--- config.mk ---
export PLATFORM = sky130hd
export DESIGN_NAME = mf8_alu
export DESIGN_NICKNAME = d
export VERILOG_FILES = /design/src/rtl/mf8_alu.sv
export SDC_FILE = /design/constraint.sdc
export NUM_CORES = 1
export LEC_CHECK = 0
export ABC_AREA = 1
export BUFFER_PORTS_ARGS = -buffer_cell sky130_fd_sc_hd__buf_4
export CAP_MARGIN = 20
export CORE_ASPECT_RATIO = 0.5
export CORE_MARGIN = 2
export CORE_UTILIZATION = 31
export DETAILED_ROUTE_END_ITERATION = 10
export SLEW_MARGIN = 20
export SYNTH_ARGS = -nofsm -noshare
export SYNTH_HDL_FRONTEND = slang
export SYNTH_SLANG_ARGS = --single-unit
--- constraint.sdc ---
create_clock -name Clk -period 4 [get_ports Clk]
set_input_delay 0.4 -clock Clk [delete_from_list [all_inputs] [get_ports Clk]]
set_output_delay 0.4 -clock Clk [all_outputs]
set_load 0.005 [all_outputs]
--- src/rtl/mf8_alu.sv ---
// mf8 execute/writeback stage: AVR-style 8-bit ALU, SREG, and two-beat 16-bit writes.
// Define MF8_MUL_EN to include the unsigned 8x8 MUL (op 26); otherwise op 26 is a NOP.
module mf8_alu #(
  parameter logic [7:0] SREG_INIT = 8'h00
) (
  input  logic       Clk,
  input  logic       Reset,
  input  logic       Op_Valid,
  input  logic [4:0] Op,
  input  logic [7:0] Rd_Data,
  input  logic [7:0] Rr_Data,
  input  logic [7:0] K,
  output logic       Wr,
  output logic [7:0] Data_Out,
  output logic       Busy,
  output logic       Addr_Hi,
  output logic [7:0] SREG
);

  localparam logic [4:0] OP_ADD  = 5'd0,  OP_ADC  = 5'd1,  OP_SUB  = 5'd2,  OP_SBC  = 5'd3;
  localparam logic [4:0] OP_AND  = 5'd4,  OP_OR   = 5'd5,  OP_EOR  = 5'd6,  OP_MOV  = 5'd7;
  localparam logic [4:0] OP_INC  = 5'd8,  OP_DEC  = 5'd9,  OP_COM  = 5'd10, OP_NEG  = 5'd11;
  localparam logic [4:0] OP_LSR  = 5'd12, OP_ROR  = 5'd13, OP_ASR  = 5'd14, OP_SWAP = 5'd15;
  localparam logic [4:0] OP_SUBI = 5'd16, OP_SBCI = 5'd17, OP_CP   = 5'd18, OP_CPC  = 5'd19;
  localparam logic [4:0] OP_CPI  = 5'd20, OP_LDI  = 5'd21, OP_ADIW = 5'd22, OP_SBIW = 5'd23;
  localparam logic [4:0] OP_BSET = 5'd24, OP_BCLR = 5'd25;
`ifdef MF8_MUL_EN
  localparam logic [4:0] OP_MUL  = 5'd26;
`endif

  localparam int FC = 0, FZ = 1, FN = 2, FV = 3, FS = 4, FH = 5;

  typedef enum logic {IDLE, HI} state_t;

  state_t     state_q;
  logic [7:0] sreg_q, sreg_d;
  logic       busy_q, addr_hi_q;
  logic       hi_c_q, hi_sub_q, lo_zero_q;
`ifdef MF8_MUL_EN
  logic       hi_mul_q;
  logic [7:0] prod_hi_q;
  logic [15:0] product;
  assign product = Rd_Data * Rr_Data;
`endif

  logic [7:0] op_b, add_a, add_b, res;
  logic       add_ci, add_sub;
  logic [8:0] sum9;
  logic       add_h, add_v;
  logic       wr_c, nzs, zchain, wide_start;

  always_comb begin
    op_b = (Op == OP_SUBI || Op == OP_SBCI || Op == OP_CPI || Op == OP_LDI) ? K : Rr_Data;
    add_a   = Rd_Data;
    add_b   = op_b;
    add_ci  = 1'b0;
    add_sub = 1'b0;
    case (Op)
      OP_ADC:                          add_ci = sreg_q[FC];
      OP_SUB, OP_SUBI, OP_CP, OP_CPI:  add_sub = 1'b1;
      OP_SBC, OP_SBCI, OP_CPC: begin add_sub = 1'b1; add_ci = sreg_q[FC]; end
      OP_INC:                          add_b = 8'h01;
      OP_DEC:  begin add_b = 8'h01; add_sub = 1'b1; end
      OP_NEG:  begin add_a = 8'h00; add_b = Rd_Data; add_sub = 1'b1; end
      OP_ADIW:                         add_b = {2'b00, K[5:0]};
      OP_SBIW: begin add_b = {2'b00, K[5:0]}; add_sub = 1'b1; end
      default: ;
    endcase
    // High beat of ADIW/SBIW just propagates the latched carry/borrow.
    if (state_q == HI) begin
      add_a   = Rd_Data;
      add_b   = 8'h00;
      add_ci  = hi_c_q;
      add_sub = hi_sub_q;
    end

    if (add_sub) begin
      sum9  = {1'b0, add_a} - {1'b0, add_b} - {8'h00, add_ci};
      add_h = {1'b0, add_a[3:0]} < ({1'b0, add_b[3:0]} + {4'h0, add_ci});
      add_v = (add_a[7] != add_b[7]) && (sum9[7] != add_a[7]);
    end else begin
      sum9  = {1'b0, add_a} + {1'b0, add_b} + {8'h00, add_ci};
      add_h = ({1'b0, add_a[3:0]} + {1'b0, add_b[3:0]} + {4'h0, add_ci}) > 5'd15;
      add_v = (add_a[7] == add_b[7]) && (sum9[7] != add_a[7]);
    end

    res        = 8'h00;
    wr_c       = 1'b0;
    sreg_d     = sreg_q;
    nzs        = 1'b0;
    zchain     = 1'b0;
    wide_start = 1'b0;

    if (state_q == HI) begin
      wr_c       = 1'b1;
      res        = sum9[7:0];
      sreg_d[FC] = sum9[8];
      sreg_d[FV] = add_v;
      sreg_d[FN] = res[7];
      sreg_d[FS] = res[7] ^ add_v;
      sreg_d[FZ] = lo_zero_q & (res == 8'h00);
`ifdef MF8_MUL_EN
      if (hi_mul_q) begin
        res        = prod_hi_q;
        sreg_d     = sreg_q;
        sreg_d[FC] = prod_hi_q[7];
        sreg_d[FZ] = lo_zero_q & (prod_hi_q == 8'h00);
      end
`endif
    end else if (Op_Valid) begin
      case (Op)
        OP_ADD, OP_ADC, OP_SUB, OP_SBC, OP_SUBI, OP_SBCI, OP_CP, OP_CPC, OP_CPI, OP_NEG: begin
          res        = sum9[7:0];
          wr_c       = !(Op == OP_CP || Op == OP_CPC || Op == OP_CPI);
          sreg_d[FH] = add_h;
          sreg_d[FV] = add_v;
          sreg_d[FC] = sum9[8];
          zchain     = (Op == OP_SBC || Op == OP_SBCI || Op == OP_CPC);
          nzs        = 1'b1;
        end
        OP_AND, OP_OR, OP_EOR: begin
          res        = (Op == OP_AND) ? (Rd_Data & op_b) :
                       (Op == OP_OR)  ? (Rd_Data | op_b) : (Rd_Data ^ op_b);
          wr_c       = 1'b1;
          sreg_d[FV] = 1'b0;
          nzs        = 1'b1;
        end
        OP_INC, OP_DEC: begin
          res        = sum9[7:0];
          wr_c       = 1'b1;
          sreg_d[FV] = (Op == OP_INC) ? (res == 8'h80) : (res == 8'h7F);
          nzs        = 1'b1;
        end
        OP_COM: begin
          res        = ~Rd_Data;
          wr_c       = 1'b1;
          sreg_d[FC] = 1'b1;
          sreg_d[FV] = 1'b0;
          nzs        = 1'b1;
        end
        OP_LSR, OP_ROR, OP_ASR: begin
          res        = {(Op == OP_ROR) ? sreg_q[FC] : (Op == OP_ASR) ? Rd_Data[7] : 1'b0,
                        Rd_Data[7:1]};
          wr_c       = 1'b1;
          sreg_d[FC] = Rd_Data[0];
          sreg_d[FV] = res[7] ^ Rd_Data[0];
          nzs        = 1'b1;
        end
        OP_SWAP: begin res = {Rd_Data[3:0], Rd_Data[7:4]}; wr_c = 1'b1; end
        OP_MOV:  begin res = Rr_Data; wr_c = 1'b1; end
        OP_LDI:  begin res = K;       wr_c = 1'b1; end
        OP_ADIW, OP_SBIW: begin
          res        = sum9[7:0];
          wr_c       = 1'b1;
          wide_start = 1'b1;
        end
        OP_BSET: sreg_d[K[2:0]] = 1'b1;
        OP_BCLR: sreg_d[K[2:0]] = 1'b0;
`ifdef MF8_MUL_EN
        OP_MUL: begin
          res        = product[7:0];
          wr_c       = 1'b1;
          wide_start = 1'b1;
        end
`endif
        default: ;
      endcase
      if (nzs) begin
        sreg_d[FN] = res[7];
        sreg_d[FZ] = (res == 8'h00) & (zchain ? sreg_q[FZ] : 1'b1);
        sreg_d[FS] = res[7] ^ sreg_d[FV];
      end
    end
  end

  always_ff @(posedge Clk) begin
    if (Reset) begin
      state_q   <= IDLE;
      sreg_q    <= SREG_INIT;
      busy_q    <= 1'b0;
      addr_hi_q <= 1'b0;
      hi_c_q    <= 1'b0;
      hi_sub_q  <= 1'b0;
      lo_zero_q <= 1'b0;
`ifdef MF8_MUL_EN
      hi_mul_q  <= 1'b0;
      prod_hi_q <= 8'h00;
`endif
    end else begin
      case (state_q)
        IDLE: if (Op_Valid) begin
          sreg_q <= sreg_d;
          if (wide_start) begin
            state_q   <= HI;
            busy_q    <= 1'b1;
            addr_hi_q <= 1'b1;
            hi_c_q    <= sum9[8];
            hi_sub_q  <= (Op == OP_SBIW);
            lo_zero_q <= (res == 8'h00);
`ifdef MF8_MUL_EN
            hi_mul_q  <= (Op == OP_MUL);
            prod_hi_q <= product[15:8];
`endif
          end
        end
        HI: begin
          sreg_q    <= sreg_d;
          state_q   <= IDLE;
          busy_q    <= 1'b0;
          addr_hi_q <= 1'b0;
        end
        default: state_q <= IDLE;
      endcase
    end
  end

  assign Wr       = wr_c & ~Reset;
  assign Data_Out = Reset ? 8'h00 : res;
  assign Busy     = busy_q;
  assign Addr_Hi  = addr_hi_q;
  assign SREG     = sreg_q;

endmodule

==> results.sh <==
export IMPL_synthTopCellsByArea="nand2_1 14%, ha_1 14%, inv_1 11%"
export IMPL_synth_edf_count=0
export IMPL_drcViolationCount=0
export IMPL_slew_limit_headroom_pct=49.9
export IMPL_path_clk_slew_ns=0.04
export IMPL_coreArea_mm2=0.0118
export IMPL_synthArstFlopShare_pct=0
export IMPL_power_w=0.00123
export IMPL_status="completed"
export IMPL_critical_path_required_ns=3.60
export IMPL_final_nets=861
export IMPL_cts_root_buf="clkbuf_16"
export IMPL_r2r_slack_ns=0.57
export IMPL_finalHoldViolCount=0
export IMPL_syn_inst=658
export IMPL_crit_path_end_kind="output pin"
export IMPL_setup_violations=0
export IMPL_synth_warnings=0
export IMPL_critPathKind="in -> out"
export IMPL_wl_per_cell_um=15.1
export IMPL_worst_pin_slew_ns=0.746
export IMPL_power_static_leakage_nw=2.71
export IMPL_cts_buffers_inserted=3
export IMPL_die_area_mm2=0.0130
export IMPL_syn_nets=736
export IMPL_max_freq_mhz=256
export IMPL_layout_drive_gt1_share_pct=29.3
export IMPL_final_setup_tns_ns=0
export IMPL_antennaDiodeCount=0
export IMPL_initial_core_util_pct=31.7
export IMPL_grt_pass1_vias=4453
export IMPL_peakVddDrop_mv=0.129
export IMPL_whs_ns=0.471
export IMPL_rows=28
export IMPL_port_buffers=50
export IMPL_clk_insertion_delay_late_ns=0.24
export IMPL_htreeDepth=1
export IMPL_fin_crit_sh_pct=97.5
export IMPL_final_cell_mix="137 x nand2_1, 137 x buf_4, 108 x inv_1"
export IMPL_holdPathStages=2
export IMPL_fp_dieW_um=159
export IMPL_skew_ns=0.00172
export IMPL_synth_avg_cell_area_um2=5.68
export IMPL_place_congestion=0.975
export IMPL_start_kind="primary input"
export IMPL_crit_path_max_fanout=4
export IMPL_ant_nets=0
export IMPL_yosys_area_top_type="nand2_1"
export IMPL_tritoncts="yes"
export IMPL_min_period_ns=3.90
export IMPL_grt_overflow=0
export IMPL_cts_num_sinks=13
export IMPL_rsz0062_at_grt="yes"
export IMPL_wl_mm=14.3
export IMPL_viasPerCell=5.13
export IMPL_finalMaxSlewViolations=0
export IMPL_dp_hpwl_mm=11.6
export IMPL_first_pass_iters=5
export IMPL_yosysSeqAreaShare_pct=6.96
export IMPL_io_pins=51
export IMPL_die_y_um=81.7
export IMPL_grt_max_degree=18
export IMPL_layout_setup_ws_ns=0.101
export IMPL_hold_class="in -> reg"
export IMPL_synth_ff_type="dfxtp_1"
export IMPL_netlist_area_mm2=0.00374
export IMPL_max_cap_violations=0
export IMPL_slowest_stage="ha_1"
export IMPL_grt_pass1_wl_mm=22.5
export IMPL_drtIter0Drc=374
export IMPL_antenna_found_initial=0
export IMPL_synth_top_area_share_pct=14.4
export IMPL_ys_ff_latch=13
export IMPL_vias=4858
export IMPL_worstPathArrival_ns=3.50
export IMPL_critPathMaxStageDelay_ns=0.36
export IMPL_power_density_mw_per_mm2=235
export IMPL_grt_usage_pct=21.3
export IMPL_synth_cell_types=51
export IMPL_area_growth_pct=40.5
export IMPL_pre_cts_ws_ns=-0.0702
export IMPL_clockBufferDepth=2
export IMPL_path_cells="buf_4 -> buf_4 -> nand2_1 -> inv_2 -> nand3_4 -> buf_4 -> inv_1 -> buf_4 -> a221oi_4 -> a211oi_2 -> ha_1 -> ha_4 -> inv_1 -> o21bai_1 -> a21oi_2 -> nand2_1 -> nand2_1 -> nand3_1 -> nand2_2 -> nand2_1 -> nand2_1 -> a21oi_2 -> nor2_1 -> buf_4"
export IMPL_reg2reg_depth=23
kinds of logic after synthesis:
family / synth area share, %
buffers and inverters: 15.5
XOR/XNOR: 1.17
AND/OR/NAND/NOR: 39.0
flip-flops: 6.96
AO/OA/AOI/OAI: 21.2
adder cells (fa/ha/maj): 16.2
through the flow:
step,utilization (%),std cells,instance area (um2)
2_1_floorplan,-,658,3740
3_3_place_gp,40.4,929,4770
3_5_place_dp,40.4,929,4770
4_1_cts,41.2,933,4870
5_1_grt,44.5,947,5260
6_report,44.5,947,5260
critical path: cells and delay by family:
kind	cells	cell delay (ns)
simple gates	9	0.69
fa+ha+maj	2	0.67
buf+inv	8	0.85
compound gates	5	0.90
per-layer routing:
| layer | wire length, um | global-route usage [%] | vias up | part of all wire (%) |
|---|---|---|---|---|
| li1 | - | - | 2419 | - |
| met1 | 6850 | 30.2 | 2234 | 48 |
| met2 | 6360 | 36.7 | 187 | 44 |
| met3 | 898 | 0.960 | 18 | 6.3 |
| met4 | 201 | 4.18 | 0 | 1.4 |
| met5 | 0 | 0 | - | 0 |
worst paths after layout:
check | start | to
setup / recovery | Op[1] | Data_Out[7]
hold / removal | Reset | SREG[5]
setup reg to reg | SREG[0] | flop
hold reg to reg | hi_sub_q | hi_sub_q
Yosys cell counts, types with 7 or more instances:
master / number
clkbuf_1: 7
o211ai_1: 13
nor3_1: 22
inv_1: 113
nor2_1: 65
nand4_1: 15
nand3_1: 49
a21oi_1: 33
dfxtp_1: 13
o21ai_0: 37
nand2_1: 143
o22ai_1: 12
ha_1: 42
cell type report:
class	instances	area (um2)
clock buffer	4	78.8
fill	1241	6550
inverter	121	457
multi-input combinational	504	3190
sequential	13	260
tap	165	206
timing repair buffer	140	1060
power breakdown:
group	internal (W)	leakage [nW]	total [W]	switching (W)
sequential	0.000137	0.106	0.000142	0.00000529
clock	0.000134	0.0382	0.000185	0.0000509
combinational	0.000400	2.56	0.000906	0.000506
what timing repair did:
item | CTS | global route
setup buffers | 0 | 14
gates resized for setup | 5 | 63
cloned | 0 | 0
pin swaps | 1 | 23
endpoints found under the setup margin | 3 | 9
hold buffers | 0 | 0
No activity file was read; power rests on OpenSTA's default activity.
